==> config.mk <==
export PLATFORM = sky130hd
export DESIGN_NAME = execute_unit_flat
export DESIGN_NICKNAME = d
export VERILOG_FILES = /design/src/rtl/execute_unit_if.sv /design/src/rtl/execute_unit.sv /design/src/flat_wrapper.sv
export SDC_FILE = /design/constraint.sdc
export NUM_CORES = 1
export LEC_CHECK = 0
export BUFFER_PORTS_ARGS = -buffer_cell sky130_fd_sc_hd__buf_2
export CAP_MARGIN = 5
export CORE_MARGIN = 1
export CORE_UTILIZATION = 30
export DETAILED_ROUTE_END_ITERATION = 12
export SKIP_LAST_GASP = 1
export SLEW_MARGIN = 25
export SYNTH_ARGS = -nofsm -noshare
export SYNTH_HDL_FRONTEND = slang
export SYNTH_SLANG_ARGS = --single-unit
==> constraint.sdc <==
create_clock -name clock -period 7.1 [get_ports clock]
set_input_delay 0.355 -clock clock [delete_from_list [all_inputs] [get_ports clock]]
set_output_delay 0.355 -clock clock [all_outputs]
set_load 0.01 [all_outputs]
==> src/rtl/execute_unit_if.sv <==
// Bundles the execute unit's operand/opcode request and its result/status
// outputs, so the register set and the execute unit share one connection.
interface execute_unit_if #(
  parameter int WIDTH = 16
);
  logic             start;
  logic [2:0]       opcode;
  logic [WIDTH-1:0] x;
  logic [WIDTH-1:0] y;
  logic [2:0]       dest;
  logic             busy;
  logic             done;
  logic [WIDTH-1:0] result;
  logic [2:0]       wb_select;
  logic             wb_load;
  logic             zero;
  logic             negative;
  logic             carry;

  // The requester drives operands and samples results.
  modport master (
    output start, opcode, x, y, dest,
    input  busy, done, result, wb_select, wb_load, zero, negative, carry
  );

  // The execute unit consumes operands and drives results.
  modport slave (
    input  start, opcode, x, y, dest,
    output busy, done, result, wb_select, wb_load, zero, negative, carry
  );
endinterface

==> src/rtl/execute_unit.sv <==
// Multi-cycle execute unit: single-cycle ALU ops and a 16-step shift-add
// multiplier, finishing with a one-cycle write-back pulse to the register set.
module execute_unit #(
  parameter int WIDTH = 16
) (
  input  logic          clock,
  input  logic          reset_n,
  execute_unit_if.slave bus
);
  localparam int CW = $clog2(WIDTH);

  typedef enum logic [1:0] {IDLE, EXEC, MUL, WB} state_t;
  typedef enum logic [2:0] {
    OP_ADD = 3'b000, OP_SUB = 3'b001, OP_AND = 3'b010, OP_OR  = 3'b011,
    OP_XOR = 3'b100, OP_SHL = 3'b101, OP_SHR = 3'b110, OP_MUL = 3'b111
  } opcode_t;

  state_t             state_q, state_d;
  logic [2:0]         opcode_q;
  logic [WIDTH-1:0]   opA_q, opB_q;
  logic [2:0]         dest_q;
  logic [2*WIDTH-1:0] prod_q;
  logic [CW-1:0]      count_q;
  logic [WIDTH-1:0]   result_q;
  logic [2:0]         wbSelect_q;
  logic               zero_q, negative_q, carry_q;

  logic [WIDTH-1:0]   aluResult;
  logic               aluCarry;
  logic [WIDTH:0]     addWide;
  logic [2*WIDTH-1:0] shlWide, shrWide;
  logic [CW-1:0]      shiftAmt;
  logic [WIDTH:0]     mulSumHi;
  logic [2*WIDTH-1:0] mulNext;
  logic [WIDTH-1:0]   finalResult;
  logic               finalCarry;
  logic               accept, mulLast, enterWb;

  assign accept  = (state_q == IDLE) && bus.start;
  assign mulLast = (state_q == MUL) && (count_q == CW'(WIDTH - 1));
  assign enterWb = (state_q == EXEC) || mulLast;

  // State register; reset always lands in IDLE regardless of start.
  always_ff @(posedge clock) begin
    if (!reset_n) state_q <= IDLE;
    else          state_q <= state_d;
  end

  // Next-state logic: ALU ops take one EXEC cycle, MUL takes one cycle per multiplier bit.
  always_comb begin
    state_d = state_q;
    case (state_q)
      IDLE: if (bus.start) state_d = (bus.opcode == OP_MUL) ? MUL : EXEC;
      EXEC: state_d = WB;
      MUL:  if (mulLast) state_d = WB;
      WB:   state_d = IDLE;
      default: state_d = IDLE;
    endcase
  end

  // Single-cycle ALU; shifts use a double-width window so the last bit out lands at a fixed position.
  always_comb begin
    shiftAmt  = opB_q[CW-1:0];
    addWide   = {1'b0, opA_q} + {1'b0, opB_q};
    shlWide   = {{WIDTH{1'b0}}, opA_q} << shiftAmt;
    shrWide   = {opA_q, {WIDTH{1'b0}}} >> shiftAmt;
    aluResult = '0;
    aluCarry  = 1'b0;
    case (opcode_q)
      OP_ADD: begin aluResult = addWide[WIDTH-1:0]; aluCarry = addWide[WIDTH]; end
      OP_SUB: begin aluResult = opA_q - opB_q;      aluCarry = (opA_q < opB_q); end
      OP_AND: aluResult = opA_q & opB_q;
      OP_OR:  aluResult = opA_q | opB_q;
      OP_XOR: aluResult = opA_q ^ opB_q;
      OP_SHL: begin aluResult = shlWide[WIDTH-1:0];       aluCarry = shlWide[WIDTH]; end
      OP_SHR: begin aluResult = shrWide[2*WIDTH-1:WIDTH]; aluCarry = shrWide[WIDTH-1]; end
      default: ;
    endcase
  end

  // One shift-add step: add the multiplicand into the upper half when the low bit is set, then shift right.
  always_comb begin
    mulSumHi = {1'b0, prod_q[2*WIDTH-1:WIDTH]} + (prod_q[0] ? {1'b0, opA_q} : '0);
    mulNext  = {mulSumHi, prod_q[WIDTH-1:1]};
    if (state_q == MUL) begin
      finalResult = mulNext[WIDTH-1:0];
      finalCarry  = |mulNext[2*WIDTH-1:WIDTH];
    end else begin
      finalResult = aluResult;
      finalCarry  = aluCarry;
    end
  end

  // Operand capture, multiplier iteration and write-back registers.
  always_ff @(posedge clock) begin
    if (!reset_n) begin
      opcode_q   <= '0;
      opA_q      <= '0;
      opB_q      <= '0;
      dest_q     <= '0;
      prod_q     <= '0;
      count_q    <= '0;
      result_q   <= '0;
      wbSelect_q <= '0;
      zero_q     <= 1'b0;
      negative_q <= 1'b0;
      carry_q    <= 1'b0;
    end else begin
      if (accept) begin
        opcode_q <= bus.opcode;
        opA_q    <= bus.x;
        opB_q    <= bus.y;
        dest_q   <= bus.dest;
        prod_q   <= {{WIDTH{1'b0}}, bus.y};
        count_q  <= '0;
      end
      if (state_q == MUL) begin
        prod_q  <= mulNext;
        count_q <= count_q + 1'b1;
      end
      if (enterWb) begin
        result_q   <= finalResult;
        wbSelect_q <= dest_q;
        zero_q     <= (finalResult == '0);
        negative_q <= finalResult[WIDTH-1];
        carry_q    <= finalCarry;
      end
    end
  end

  assign bus.busy      = (state_q != IDLE);
  assign bus.done      = (state_q == WB);
  assign bus.wb_load   = (state_q == WB);
  assign bus.result    = result_q;
  assign bus.wb_select = wbSelect_q;
  assign bus.zero      = zero_q;
  assign bus.negative  = negative_q;
  assign bus.carry     = carry_q;
endmodule

==> src/flat_wrapper.sv <==
// flat-port wrapper written by rule: the top's interface ports become plain ports
module execute_unit_flat 
#(
  parameter int WIDTH = 16
)
  (clock, reset_n, bus_start, bus_opcode, bus_x, bus_y, bus_dest, bus_busy, bus_done, bus_result, bus_wb_select, bus_wb_load, bus_zero, bus_negative, bus_carry);
  execute_unit_if #(.WIDTH(WIDTH)) bus_i ();
  input  logic clock;
  input  logic reset_n;
  input wire logic [$bits(bus_i.start)-1:0] bus_start;
  input wire logic [$bits(bus_i.opcode)-1:0] bus_opcode;
  input wire logic [$bits(bus_i.x)-1:0] bus_x;
  input wire logic [$bits(bus_i.y)-1:0] bus_y;
  input wire logic [$bits(bus_i.dest)-1:0] bus_dest;
  output wire logic [$bits(bus_i.busy)-1:0] bus_busy;
  output wire logic [$bits(bus_i.done)-1:0] bus_done;
  output wire logic [$bits(bus_i.result)-1:0] bus_result;
  output wire logic [$bits(bus_i.wb_select)-1:0] bus_wb_select;
  output wire logic [$bits(bus_i.wb_load)-1:0] bus_wb_load;
  output wire logic [$bits(bus_i.zero)-1:0] bus_zero;
  output wire logic [$bits(bus_i.negative)-1:0] bus_negative;
  output wire logic [$bits(bus_i.carry)-1:0] bus_carry;
  assign bus_i.start = bus_start;
  assign bus_i.opcode = bus_opcode;
  assign bus_i.x = bus_x;
  assign bus_i.y = bus_y;
  assign bus_i.dest = bus_dest;
  assign bus_busy = bus_i.busy;
  assign bus_done = bus_i.done;
  assign bus_result = bus_i.result;
  assign bus_wb_select = bus_i.wb_select;
  assign bus_wb_load = bus_i.wb_load;
  assign bus_zero = bus_i.zero;
  assign bus_negative = bus_i.negative;
  assign bus_carry = bus_i.carry;
  execute_unit #(.WIDTH(WIDTH)) u_core (.clock(clock), .reset_n(reset_n), .bus(bus_i));
endmodule
[Word-level counts from Yosys, hierarchy flattened]
Cells that the tools add are included.
Word-level totals
  bits in registers: 98
  latch bits: 0
  bits in writable memories: 0
  memory bits (read-only): 0
  input port bits: 41
  output and inout port bits: 25
  word-level logic and storage cells: 58
  memories kept: 0
Cells by class
  $add $sub $neg: 4
  multiply operators: 0
  divide/modulo/power cells: 0
  order comparisons: 1
  eq/ne operators: 13
  shift operators: 2
  mux-type cells: 13
  bitwise operators: 3
  reduce and logical (&&, ||, !) cells: 10
Operator list (count)
  $pmux W16 S7: 1
  $mux W32: 2
  $mux W16: 2
  $shr A32 B4 Y32: 1
  $add A16 B16 Y17: 1
  $add A16 B17 Y17: 1
  $shl A16 B4 Y17: 1
  $and A16 B16 Y16: 1
  $logic_not A16 Y1: 1
  $lt A16 B16 Y1: 1
  $or A16 B16 Y16: 1
  $reduce_or A16 Y1: 1
  $sub A16 B16 Y16: 1
  $xor A16 B16 Y16: 1
  $eq A3 B3 Y1 const B: 4
  $mux W4: 2
  $pmux W2 S4: 1
  $eq A3 B2 Y1 const B: 2
  $mux W2: 3
  $add A4 B1 Y4 const B: 1
  $eq A2 B2 Y1 const B: 2
  $eq A4 B4 Y1 const B: 1
  $pmux W1 S4: 1
  $reduce_bool A2 Y1: 2
  other kinds (10): 11

[Depth between registers and ports, before layout]
Gate-level depths: netlist (run 1).
  depth after elaboration: 4
  mapped depth: 15
  depth with buffers taken out: 14

[Worst setup path before layout (run 1)]
OpenSTA, ideal clock, no wires.
  path type: reg-to-reg
  from: reg u_core.prod_q[0]
  to: reg u_core.carry_q, in the netlist u_core.bus.carry
  library setup time: 0.119 ns
  arrival: 3.658 ns
  data required time: 6.981 ns
  path slack: 3.323 ns
  stages on the path, launching flop included: 16
  path buffers: 1
  period minus slack after synthesis: 3.777 ns
  cell sequence: dfxtp_1 -> clkbuf_1 -> and2_1 -> ha_1 -> inv_1 -> fa_1 -> nor2b_4 -> o31a_1 -> or3_1 -> a21oi_2 -> xnor2_1 -> or4_1 -> or3_1 -> or4_1 -> o41a_1 -> o221a_1
Between the ends
  longest elaborated chain between the ends: 4
RTL lines
  from (decl): line execute_unit.sv:22  | logic [2*WIDTH-1:0] prod_q;
  from (signal assigned): line execute_unit.sv:114  | prod_q <= {{WIDTH{1'b0}}, bus.y};
  from (signal assigned): line execute_unit.sv:118  | prod_q <= mulNext;
  $mux W16: line execute_unit.sv:83  | mulSumHi = {1'b0, prod_q[2*WIDTH-1:WIDTH]} + (prod_q[0] ? {1'b0, opA_q} : '0);
  $add A16 B17 Y17: line execute_unit.sv:83
  $reduce_or A16 Y1: line execute_unit.sv:87  | finalCarry = |mulNext[2*WIDTH-1:WIDTH];
  $mux W1: line execute_unit.sv:85  | if (state_q == MUL) begin
  to (signal assigned): line execute_unit.sv:126  | carry_q <= finalCarry;
  to (decl): line execute_unit.sv:26  | logic zero_q, negative_q, carry_q;
Every way passes these cells.
A chain may end at the register's enable or synchronous reset.

[Final worst setup path (run 1)]
  from: reg u_core.opB_q[0]
  to: reg u_core.zero_q, in the netlist u_core.bus.zero
Between the ends
  longest elaborated chain between the ends: 4
  elaborated cells on any way between the ends: 10
  classes of those cells: add/sub: 2; shift: 2; mux: 2; bitwise: 3; reduce/logical: 1
RTL lines
  from (decl): line execute_unit.sv:20  | logic [WIDTH-1:0] opA_q, opB_q;
  from (signal assigned): line execute_unit.sv:112  | opB_q <= bus.y;
  $sub A16 B16 Y16 (tied with other cells): line execute_unit.sv:71  | OP_SUB: begin aluResult = opA_q - opB_q; aluCarry = (opA_q < opB_q); end
  $pmux W16 S7 *: line execute_unit.sv:69  | case (opcode_q)
  $mux W16 *: line execute_unit.sv:85
  $logic_not A16 Y1 *: line execute_unit.sv:124  | zero_q <= (finalResult == '0);
  to (signal assigned): line execute_unit.sv:124
  to (decl): line execute_unit.sv:26
Every way passes the cells marked *; elsewhere a longest branch is shown, timed or not.

==> reports/summary.md, run 1 <==
The flow ran to the end, and the final reports show no timing, DRC or antenna violations. Sequential cell area fraction in the yosys report: 0.225. VDD sags by at most 0.000135 V. For the worst setup path, the data required time is 7.38 ns. After filler insertion, the fill cell instance count of the layout stands at 3084.

In this run the worst hold path is classified as in2reg. Along the worst hold path, the cell count comes to 3. Counting every net in the synthesized netlist gives 1273.

Dividing the detail-routed wire length by the instance count gives 20.9 um. The cell row count is 61. Buffers placed on the I/O ports in this run total 65.

The distinct cell type count of the synthesized netlist was 75; the worst max-slew margin expressed relative to the limit was 0.319. The internal cell power came out at 1.56 mW. The tools report the root buffer selected by CTS as sky130_fd_sc_hd__clkbuf_16. In this run the power spent charging and discharging nets is 1.47 mW. Clock skew on the completed layout was measured at 0.0114 ns.

Counting along the longest clock path gives a buffer depth of 2. The final count of hold timing violations is 0. The routed layout has 8718 vias. In the layout the commonest cells are sky130_fd_sc_hd__nand2_1 (185), sky130_fd_sc_hd__a21oi_1 (115), sky130_fd_sc_hd__dfxtp_1 (95). On the worst path, the slowest cell contributes a delay of 0.66 ns. Met1 routing resource usage after global routing: 0.297. In the synthesized netlist the dominant register cell turns out to be sky130_fd_sc_hd__dfxtp_1. The origin of the worst min-delay path is bus_dest[0]. The clock-pin slew on the worst setup and hold paths works out to 0.08 ns. Synthesis handed over a netlist of 1154 instances.

The synthesized design contains 0 enable-type register cells. At the later pin of the worst-skew pair, clock insertion delay measures 0.37 ns. The via count of the first global-routing pass is 8279. Among cell families on the critical path, the largest total delay comes from compound AO/OA/AOI/OAI gates. The depth of the worst register-to-register path is 12, and the estimated wirelength of the detail-placed design is 23600 um.

In the routed design, unresolved DRC markers number 0. The starting density of the core was 0.308; the number of top-level pins was 66. The slew at the pin with the worst max-slew slack was 1.02 ns.

The share of cells above drive strength 1 is 0.130. Synthesis inferred 97 register bits. The H-tree generated during clock tree synthesis spans 3 levels.

In this run the horizontal extent of the chip is 172 um. For the met2 track demand over resource, the log shows 0.362. Buffers added to address setup during post-CTS repair amount to 0. Once detail routing completed, the nets flagged for antenna violations numbered 0. The logs give 8640 sq um for the synthesized area and 1 for the number of antenna violations at the first check in global routing. The logs give 0.971 for the final weighted congestion in routability-driven placement and 6100 sq um for the area taken by multi-input logic gates. In this run the worst path has a maximum fanout of 38. A synthesized cell averages 7.49 sq um. The met3 global-route usage was 0.0313; the wire length of the first global-routing pass was 49000 um.

After detailed routing, the number of vias per cell comes to 5.67. The run gives 0.220 as the total track usage. For flop-to-flop paths, the worst setup slack is 2.64 ns. Number of pins exceeding their max-slew limit in the final report: 0. For the combinational cell fraction of total power, the log shows 0.543. Sequential cell area: 1940 sq um. The analysis attributes to cell leakage a power of 3.83 nW. The clock power share is 0.183, and the share of the clock period used by the worst path is 0.628. The shortest period the worst path allows was 4.46 ns; the number of warning messages in the yosys log was 0. The first detailed-routing pass took 5 iterations. Summing all non-filler instances in the final layout gives an area of 9580 sq um.

The sequential group share of total power was 0.274; the full die area was 29500 sq um. The run gives 9 as the clock buffer count from CTS. The logs give 0 for the final number of setup-violating endpoints and 9240 sq um for the placed instance area. STA classifies the critical path startpoint as a flip-flop. The switching part of the total was 0.485. In this run the most used layer during global routing was met2.

In this run the power density over the cells is 317 nW/um^2. The maximum clock frequency was 0.224 GHz. The capturing point of the worst reg2reg path is u_core.bus.zero. The async set-or-reset flop fraction in the synthesized netlist was 0. STA classifies the critical path endpoint as a flip-flop.

The signal on the critical path passes through buf_4 > clkinv_1 > ha_1 > nand2_1 > o21ai_0 > a2111oi_0 > a32oi_1 > nor3_1 > nand3_1 > nor4b_1 > or4b_1 > o31ai_1. The worst register-to-register path begins at u_core.opB_q[0]. The logs give 0 for the remaining global-route overflow and 3.03 mW for the total power consumption of the routed design.

Number of buffers and inverters on the critical path: 2. For the final routed database, the setup TNS stands at 0 ns. After the first detailed-routing iteration, the DRC count stood at 843. After detailed routing, the total wire length is 32100 um. The slowest stage of the critical path belongs to the cell sky130_fd_sc_hd__clkinv_1. The leading cell type in the layout, fill and taps excluded was sky130_fd_sc_hd__nand2_1.

Setup repair after global routing left no endpoint under its margin. For the count of hold-fix buffers inserted at cts, the log shows 0. Pin count of the biggest net entering global routing: 75.

The path with the worst hold slack has its endpoint at u_core.dest_q[0]. Area of the core region: 28100 sq um. TritonCTS built the clock tree. The critical path is of the reg2reg type.

At the worst endpoint, the arrival time is 4.74 ns. Clock tree synthesis found a total of 97 sinks. The net count of the finished layout is 1274. Across the run, the number of max-cap violations was 0. The die span in y is 172 um. For the total inserted antenna cells, the log shows 0. After clock tree synthesis, the repair step resized 0 gates. The area growth from synthesis to layout is 10.8%.
## per-layer routing
layer | part of all wire | up-vias
met2 | 0.47 | 334
met1 | 0.45 | 4214
met5 | 0 | -
met3 | 0.061 | 40
li1 | - | 4130
met4 | 0.019 | 0
## metrics by stage
step | hold slack [ns] | util | setup slack [ns] | std cells
floorplan | 0.437 | - | 3.32 | 1154
global placement | 0.440 | 0.329 | 2.68 | 1522
detailed placement | 0.445 | 0.329 | 2.69 | 1522
CTS | 0.205 | 0.341 | 2.65 | 1538
global route | 0.212 | 0.341 | 2.29 | 1538
finish | 0.219 | 0.341 | 2.64 | 1538
## tightest hold or removal path: cells and delay by family
kind,cells,cell delay [ns]
and+or+nand+nor,1,0.04
AOI/OAI and AO/OA,1,0.05
buffers and inverters,1,0.09
## logic make-up (layout without fill, tap and decap cells)
logic type                 after synthesis  count (layout)  synth area share
buffers and inverters                  158             164            0.0716
muxes                                   49              49            0.0910
xor gates and xnor gates                28              28            0.0284
AOI/OAI and AO/OA                      356             356             0.267
adders and majority gates               78              78             0.116
DFF                                     97              97             0.225
and+or+nand+nor                        388             388             0.202
## synthesized netlist by cell type (19+ instances only)
library cell / instances / area share
sky130_fd_sc_hd__xnor2_1: 19 / 0.019
sky130_fd_sc_hd__mux4_2: 23 / 0.060
sky130_fd_sc_hd__nor3_1: 20 / 0.012
sky130_fd_sc_hd__a31oi_1: 24 / 0.017
sky130_fd_sc_hd__nand2_1: 186 / 0.081
sky130_fd_sc_hd__and2_1: 19 / 0.014
sky130_fd_sc_hd__ha_1: 75 / 0.11
sky130_fd_sc_hd__clkbuf_1: 77 / 0.033
sky130_fd_sc_hd__dfxtp_1: 97 / 0.22
sky130_fd_sc_hd__nor2_1: 82 / 0.036
sky130_fd_sc_hd__a21oi_1: 115 / 0.067
sky130_fd_sc_hd__o21ai_0: 62 / 0.036
sky130_fd_sc_hd__mux2i_1: 19 / 0.022
sky130_fd_sc_hd__a211oi_1: 30 / 0.026
sky130_fd_sc_hd__inv_1: 58 / 0.025
## power by group through the flow
stage / registers (mW) / clock network (mW) / logic (mW)
4_1_cts: 0.827 / 0.574 / 1.63
5_1_grt: 0.845 / 0.587 / 1.80
6_report: 0.832 / 0.554 / 1.65
3_3_place_gp: 0.832 / 0 / 1.62
2_1_floorplan: 0.759 / 0 / 1.17
3_5_place_dp: 0.838 / 0 / 1.63
## worst max path at each step
stage / end / cells after the start / startpoint / slack, ns
3_5_place_dp: u_core.bus.zero / 12 / u_core.opB_q[0] / 2.69
3_3_place_gp: u_core.bus.zero / 12 / u_core.opB_q[2] / 2.68
6_report: u_core.bus.zero / 12 / u_core.opB_q[0] / 2.64
4_1_cts: u_core.bus.zero / 12 / u_core.opB_q[2] / 2.65
2_1_floorplan: u_core.bus.carry / 15 / u_core.prod_q[0] / 3.32
5_1_grt: u_core.bus.zero / 12 / u_core.opB_q[2] / 2.29
## state kept, by name, summed over array words and instances (netlist names)
register and count:
u_core.count_q 4, u_core.bus.carry 1, u_core.opB_q 16, u_core.opcode_q 3
u_core.opA_q 16, u_core.bus.negative 1, u_core.bus.wb_select 3, u_core.bus.zero 1
u_core.bus.result 15, u_core.dest_q 3, u_core.state_q 2, u_core.prod_q 32
## layout make-up
class | instances | area share
multi-input combinational | 899 | 0.637
timing repair buffer | 89 | 0.0528
inverter | 59 | 0.0231
tap | 378 | 0.0494
sequential | 97 | 0.203
clock buffer | 9 | 0.0235
clock inverter | 7 | 0.0116
(Power assumes the default switching activity.)
==> inputs of run 2 (changes only) <==
--- a/config.mk
+++ b/config.mk
@@ -5,6 +5,7 @@
 export SDC_FILE = /design/constraint.sdc
 export NUM_CORES = 1
 export LEC_CHECK = 0
+export ABC_AREA = 1
 export BUFFER_PORTS_ARGS = -buffer_cell sky130_fd_sc_hd__buf_2
 export CAP_MARGIN = 5
 export CORE_MARGIN = 1
==> constraint.sdc (replaced) <==
create_clock -name clock -period 3.63 [get_ports clock]
set_input_delay 0.1815 -clock clock [delete_from_list [all_inputs] [get_ports clock]]
set_output_delay 0.1815 -clock clock [all_outputs]
set_load 0.01 [all_outputs]
==> run 2 against run 1 <==
First-iteration DRC count increased by 24%. Core utilization shrank 0.33 points. Via count is 11% higher. Count of clock-buffer cells in the layout is the same. Total power is 130% higher. Maximum frequency increased by 44%. Clock power is 90% higher. Sequential share of layout area decreased by 0.21 points. Hold slack lost 0.16 ns. Sequential cell count is the same. Setup slack got worse by 2.1 ns.
==> reports/summary.md, run 2 <==
Together, buffers and inverters on the worst path number 4. Register containing the most flip-flops in the final layout: u_core.prod_q. The register bit count reported by yosys was 97; the largest stage delay on the critical path was 0.72 ns. The startpoint identified for the worst register-to-register timing path is u_core.prod_q[0]. In this run the power density over the cells is 737 nW/um^2. Endpoint class of the critical path: a flip-flop. The top routing layer in use is met5. Total length of routed wires: 31400 um.

The capturing point of the worst reg2reg path was u_core.bus.carry. For the final core utilization, the log shows 0.338. 0 antenna diodes ended up in the layout. For the final count of hold timing violations, the log shows 0. The kind of start point of the critical path is a flip-flop. The class of the most critical setup path is reg2reg.

The library cell used most frequently in the layout, excluding fill and tap cells, is sky130_fd_sc_hd__nand2_1. The via-per-instance ratio was 5.12. The horizontal extent of the die was 172 um. The share of the clock period used by the worst path came out at 0.855.

The HPWL after detailed placement is 24600 um. Setup repair after global routing left no endpoint under its margin. The relative area change from synthesis to final layout works out to 10.9%.

Final hold analysis gives a worst-case slack of 0.0556 ns. Row generation in the floorplan step produced 62 rows. In this run the worst setup path terminates at u_core.bus.carry. The mean post-synth cell area was 5.88 sq um. The detail route stage leaves a number of antenna-violating nets equal to 0. The number of cells on the worst reg-to-reg path is 22. Prior to clock tree synthesis, the placed netlist has a worst setup slack of 0.588 ns.

For this design, the slowest cell found on the critical path is sky130_fd_sc_hd__dfxtp_1. For the worst-skew pair, the clock arrives at the later sink with an insertion delay of 0.38 ns. The run gives 1 as the number of antenna violations at the first check in global routing. In the synthesized netlist the dominant register cell turns out to be sky130_fd_sc_hd__dfxtp_1. The sequential cell area fraction in the yosys report is 0.223. In the post-route analysis, the smallest setup slack over all paths is 0.525 ns.

Most frequent cell after synthesis: sky130_fd_sc_hd__nand2_1. Worst max-slew margin expressed relative to the limit: 0.380. For the area taken by multi-input logic gates, the log shows 5770 sq um.

In this run the tool buffered the top-level ports with 65 buffer cells. The number of warning messages in the yosys log is 0, and the number of vias in the routed layout is 9720. TritonCTS built the clock tree. Entering global routing, the biggest net connects 71 pins. The run gives 0 as the number of pins exceeding their max-slew limit in the final report. The remaining global-route overflow is 0, and the setup TNS after final layout is 0 ns. The logs give 13900 um for the detailed route wirelength on metal2 and 3249 for the number of fillers in the final layout.

The most critical setup path has its startpoint at u_core.prod_q[0]. The full die area was 29700 sq um; the number of buffers on the longest clock path was 2. The logs give 3 for the maximum level of the CTS H-tree and 66 for the number of top-level pins. After synthesis the cells add up to 8710 sq um. The logs give 0.304 for the starting density of the core and 0 for the number of buffers inserted by post-CTS setup repair. The total stage count of the critical path was 22. Ranked by instance count, the synthesized netlist is headed by sky130_fd_sc_hd__nand2_1 (455), sky130_fd_sc_hd__nand3_1 (181), sky130_fd_sc_hd__inv_1 (174). Most numerous cell on the critical path: sky130_fd_sc_hd__nand2_1.

By area the synthesized netlist is led by sky130_fd_sc_hd__dfxtp_1 (22%), sky130_fd_sc_hd__nand2_1 (20%), sky130_fd_sc_hd__ha_1 (11%). The total track usage is 0.217, and the die span in y is 172 um. The first global-routing pass estimated 49200 um of wire. Wire segments on met3 add up to 2170 um in the final route. The smallest clock period supported by the final layout is computed as 3.11 ns. The async set-or-reset flop fraction in the synthesized netlist came out at 0. The maximum clock frequency is 0.322 GHz. The critical path goes through nand2_1 > inv_1 > ha_1 > inv_1 > fa_1 > nand3b_1 > nand2_1 > a21oi_1 > inv_1 > nand2_1 > nand2_1 > nand3_1 > nand2_1 > nand2_1 > nand2_1 > nand2_1 > nor2_1 > nand3_1 > nand2_1 > nand3_1 > nand2_1 > inv_1.

For the number of nets in the final layout, the log shows 1628. The run gives 9047 as the via count of the first global-routing pass. The run gives 0 as the number of DRC violations after detailed routing. After the first detailed-routing iteration, the DRC count stood at 1048. The number of standard cells after synthesis came out at 1482. The largest vdd supply drop is 0.000619 V, and the distinct cell type count of the synthesized netlist is 39. The register-to-register setup slack is 0.52 ns.

The congestion estimate from routability-driven global placement came to 0.989. The flip-flop count of the largest register, all copies and words added was 32. Buffers inserted to repair hold after CTS numbered 0. For the total clock sinks, the log shows 97. Share of cells above drive strength 1: 0.0819. The run gives 9 as the clock buffer count from CTS.

The number of enable flip-flop cells after synthesis was 0. Along the worst path, the maximum fanout reaches 17. The root buffer selected by CTS was sky130_fd_sc_hd__clkbuf_16.

The run finished with clean final reports. The library cells used most frequently in the layout, excluding fill and tap cells, are sky130_fd_sc_hd__nand2_1 (454), sky130_fd_sc_hd__nand3_1 (181), sky130_fd_sc_hd__inv_1 (174). After clock tree synthesis, the clock-pin slew on the worst setup and hold paths is 0.07 ns. The area of the core region is 28600 sq um, and the max-cap violation count is 0. For this design the static power due to leakage is 5.00 nW. The top-area cell type share of the netlist area was 0.223. After detailed routing, the average wire length per cell comes to 16.5 um.

The number of instances resized during post-cts repair is 0. STA puts the critical path data arrival time at 3.38 ns. The run gives 3.91 ns as the data required time at the worst endpoint. In the final layout, the registers with the most flip-flops are u_core.prod_q x32, u_core.opA_q x16, u_core.opB_q x16. The tools report the sequential cell area as 1940 sq um. The tools report the total power consumption of the routed design as 7.13 mW. Summed over all instances, the cell type with the most area after synthesis is sky130_fd_sc_hd__dfxtp_1. The classification of the worst-slack hold path is in2reg.

Kind of cell adding the most delay to the critical path: simple AND/OR/NAND/NOR gates. Across the routed clock network, the largest skew measured is 0.00932 ns. When the netlist entered floorplanning its net count stood at 1601.

The final number of setup-violating endpoints was 0; the detailed-routing iteration count for the pre-antenna-repair pass was 5. The run gives 14300 um as the routed metal-1 wirelength. For the pin with the worst max-slew slack, the measured transition is 0.926 ns.
## run 2: cell count changes in the layout (fill, tap and decap cells not counted), moves of 19 or more
cell	delta
sky130_fd_sc_hd__a211oi_1	-25
sky130_fd_sc_hd__inv_1	+117
sky130_fd_sc_hd__mux2i_1	-19
sky130_fd_sc_hd__mux4_2	-23
sky130_fd_sc_hd__nand2_1	+269
sky130_fd_sc_hd__nand3_1	+163
sky130_fd_sc_hd__nor2_1	+47
## run 2: worst min-delay path by stage
| stage | start | endpoint | slack [ns] | cells after the start |
|---|---|---|---|---|
| after floorplan | bus_dest[0] | u_core.dest_q[0] | 0.35 | 2 |
| after global placement | bus_dest[2] | u_core.dest_q[2] | 0.43 | 3 |
| after detailed placement | bus_dest[2] | u_core.dest_q[2] | 0.44 | 3 |
| after CTS | bus_dest[2] | u_core.dest_q[2] | 0.05 | 3 |
| after global routing | bus_dest[1] | u_core.dest_q[1] | 0.07 | 3 |
| final | bus_dest[1] | u_core.dest_q[1] | 0.06 | 3 |
## run 2: metrics by stage
step / instances / area, sq um
after floorplan: 1482 / 8710
after global placement: 1882 / 9350
after detailed placement: 1882 / 9350
after CTS: 1898 / 9660
after global routing: 1898 / 9660
final: 1898 / 9660
## run 2: cell type report
type                    count  share of cell area
clock buffers               9              0.0233
flip-flops and latches     97               0.201
inverters                 181              0.0706
repair buffers             85              0.0492
multi-input cells        1135               0.597
clock inverters             7             0.00880
well taps                 384              0.0497
## run 2: logic make-up after synthesis
group	synth area share
xor+xnor	0.00905
flops	0.223
buf+inv	0.115
simple gates	0.382
fa+ha+maj	0.115
compound gates	0.156
## run 2: metal layers
layer	global-route usage	vias to the layer above
met2	0.342	391
li1	-	4833
met5	0	-
met4	0.0993	2
met1	0.294	4438
met3	0.0268	56
## run 2: report_power, final
group	switching [mW]	internal, mW	total (mW)
Combinational	3.12	1.34	4.46
Clock	0.496	0.550	1.05
Sequential	0.272	1.34	1.62
## run 2: tightest hold or removal path, stage by stage
cell	delay (ns)
sky130_fd_sc_hd__buf_2	0.07
sky130_fd_sc_hd__o21ai_0	0.07
sky130_fd_sc_hd__nor2_1	0.07
==> inputs of run 3 (changes only) <==
--- a/config.mk
+++ b/config.mk
@@ -11,6 +11,7 @@
 export CORE_MARGIN = 1
 export CORE_UTILIZATION = 30
 export DETAILED_ROUTE_END_ITERATION = 12
+export REMOVE_ABC_BUFFERS = 1
 export SKIP_LAST_GASP = 1
 export SLEW_MARGIN = 25
 export SYNTH_ARGS = -nofsm -noshare
==> run 3 against run 2 <==
Die area stayed put. Design area is 0.21% higher. Setup slack worse by 0.032 ns. Hold slack better by 0.0090 ns. Count of clock-buffer cells in the layout is 1 higher. Sequential power is 3% lower. Final cell count is 0.21% higher. Core utilization is 0.070 points higher. Critical path depth is 5 lower. Critical endpoint unchanged. Largest cell class unchanged.
==> reports/summary.md, run 3 (synthesis gave the netlist of run 2 again) <==
The estimated wirelength of the detail-placed design is 24100 um, and the combinational cell fraction of total power is 0.636. The final number of setup-violating endpoints was 0. The count of cells in the finished layout, fillers not included, comes to 1902. Compared with the post-synthesis result, the final layout area differs by 11.1%.

The die span in y came out at 172 um. Clock-pin slew was measured on the worst setup and hold paths at 0.08 ns. The final core utilization is 0.338, and the final count of hold timing violations is 0.

The number of fillers in the final layout is 3197. The number of pins exceeding their max-slew limit in the final report came out at 0. The share of cells above drive strength 1 came out at 0.0843. The number of top-level pins was 66; the remaining global-route overflow was 0. The sequential group share of total power is 0.222.

The critical path goes through buf_4 > nand2_1 > inv_1 > ha_1 > a21o_1 > a21oi_1 > inv_1 > nand3_1 > nand2_1 > a21boi_0 > nand3_1 > nor2_1 > nand3_1 > nand2_1 > nand3_1 > nand2_1 > inv_1. The critical-path cell with the highest stage delay is sky130_fd_sc_hd__dfxtp_1. The worst max-slew margin expressed relative to the limit was 0.505. The logs give 5770 sq um for the area taken by multi-input logic gates and 0 for the number of antenna violations at the first check in global routing. Port buffering added 65 buffers. Entering global routing, the biggest net connects 75 pins. The maximum net fanout on the critical path is 12, and the total track usage is 0.215. The core region is 28600 sq um. The sequential cell area was 1940 sq um; the clock power share was 0.142. The tools report the via count of the first global-routing pass as 8936. The switching part of the total came out at 0.546. In this run, the number of DRC markers left after iteration 0 of detailed routing was 811. The die covers 29700 sq um. The class of the most critical setup path was reg2reg.

Number of DRC violations after detailed routing: 0. The total clock sinks is 97. The via-per-instance ratio was 5.09. In this run the power density over the cells is 728 nW/um^2.

The run finished with clean final reports. The number of setup buffers added after CTS is 0. Setup repair after global routing left no endpoint under its margin. Setup TNS after final layout: 0 ns. The run gives 49000 um as the wire length of the first global-routing pass.

0 antenna diodes ended up in the layout. Share of the clock period used by the worst path: 0.864. The clock latency at the later pin of the worst-skew pair came out at 0.36 ns. The data required time at the worst endpoint came out at 3.90 ns. The analysis attributes to cell leakage a power of 5.01 nW.

For this design the total switching power over the nets is 3.85 mW. For the clock buffer count from CTS, the log shows 9. For the finished layout, the period the worst path requires is 3.14 ns. The number of instances in the placed design was 1886; the horizontal extent of the die was 172 um.

The run gives 0.304 as the starting density of the core. Kind of start point of the critical path: a flip-flop. The root buffer cell chosen for the clock tree is sky130_fd_sc_hd__clkbuf_16. In this run the register-to-register setup slack is 0.49 ns.

The count of hold-fix buffers inserted at cts is 0, and the number of nets in the final layout is 1632. The routed design has 31100 um of wire. In the layout the commonest cells are sky130_fd_sc_hd__nand2_1 (454), sky130_fd_sc_hd__nand3_1 (181), sky130_fd_sc_hd__inv_1 (174). The slew at the pin with the worst max-slew slack was 0.740 ns. Final hold analysis gives a worst-case slack of 0.0647 ns. The final setup skew is 0.00864 ns, and the total power consumption of the routed design is 7.05 mW. The run gives 0.977 as the final weighted congestion in routability-driven placement.

The run gives 0 as the max-cap violation count. The largest registers in the layout are u_core.prod_q x32, u_core.opA_q x16, u_core.opB_q x16. Once the clock tree was built, the resizer swapped 0 gates to a different size.

The maximum level of the CTS H-tree was 3. The tightest min-delay check is of the in2reg type. On the worst path, the slowest cell contributes a delay of 0.50 ns. Derived from the worst setup path, the maximum achievable clock frequency is 0.319 GHz. Row generation in the floorplan step produced 62 rows.

The internal portion of the total power is 3.20 mW. STA classifies the critical path endpoint as a flip-flop. Counting flops per register, the top entry is u_core.prod_q. No sink is reached through more buffers than the 2 on the longest clock path. The largest vdd supply drop came out at 0.000432 V. The register with the most flip-flops in the layout has 32 of them. The detail route stage leaves a number of antenna-violating nets equal to 0. TritonCTS built the clock tree. For the detailed-routing iteration count for the pre-antenna-repair pass, the log shows 5. The library cell used most frequently in the layout, excluding fill and tap cells, is sky130_fd_sc_hd__nand2_1. After detailed routing, the average wire length per cell comes to 16.3 um. Across all layers, the routed design uses 9683 vias. The tools report the signal arrival time at the worst endpoint as 3.40 ns.
==> run 3: cell types whose count changed in the layout (fill, tap and decap cells not counted), sizes merged <==
cell      delta
buf          +4
inv          -2
clkinv       +3
bufinv       -1
clkinvlp     -1
clkbuf       +1
==> run 3: metrics by stage <==
stage,worst slack [ns],area (sq um)
after floorplan,0.269,8390
after global placement,0.628,9380
after detailed placement,0.627,9380
after CTS,0.597,9680
after global routing,0.241,9680
final,0.492,9680
==> run 3: worst paths after layout <==
check,start,end,cells after the start
hold / removal,bus_dest[0],u_core.dest_q[0],3
setup / recovery,u_core.prod_q[0],u_core.bus.carry,17
setup reg to reg,u_core.prod_q[0],u_core.bus.carry,17
hold reg to reg,u_core.prod_q[16],u_core.prod_q[16],2
==> run 3: layout make-up <==
class | count | share of cell area
Clock buffer | 10 | 0.0247
Timing Repair Buffer | 89 | 0.0522
Multi-Input combinational cell | 1135 | 0.596
Sequential cell | 97 | 0.201
Inverter | 181 | 0.0704
Clock inverter | 6 | 0.00633
Tap cell | 384 | 0.0496
==> run 3: routing by layer <==
layer  track usage  vias to the layer above  wire length, um
met5             0                        -                0
met4         0.111                        0             1440
met3        0.0341                       69             1940
met2         0.336                      362            13500
met1         0.285                     4424            14100
li1              -                     4828                -
==> run 3: critical path: cells and delay by family, from the launching register on <==
family | cells | cell delay (ns)
simple gates | 9 | 1.00
compound gates | 3 | 0.73
buf+inv | 4 | 0.52
flops | 1 | 0.50
fa+ha+maj | 1 | 0.27
==> run 3: power groups by stage <==
stage	sequential [mW]	clock (mW)	combinational, mW
floorplan	1.65	0	2.84
global placement	1.58	0	4.40
detailed placement	1.59	0	4.40
CTS	1.57	1.02	4.42
global route	1.61	1.06	4.99
finish	1.57	1.00	4.48
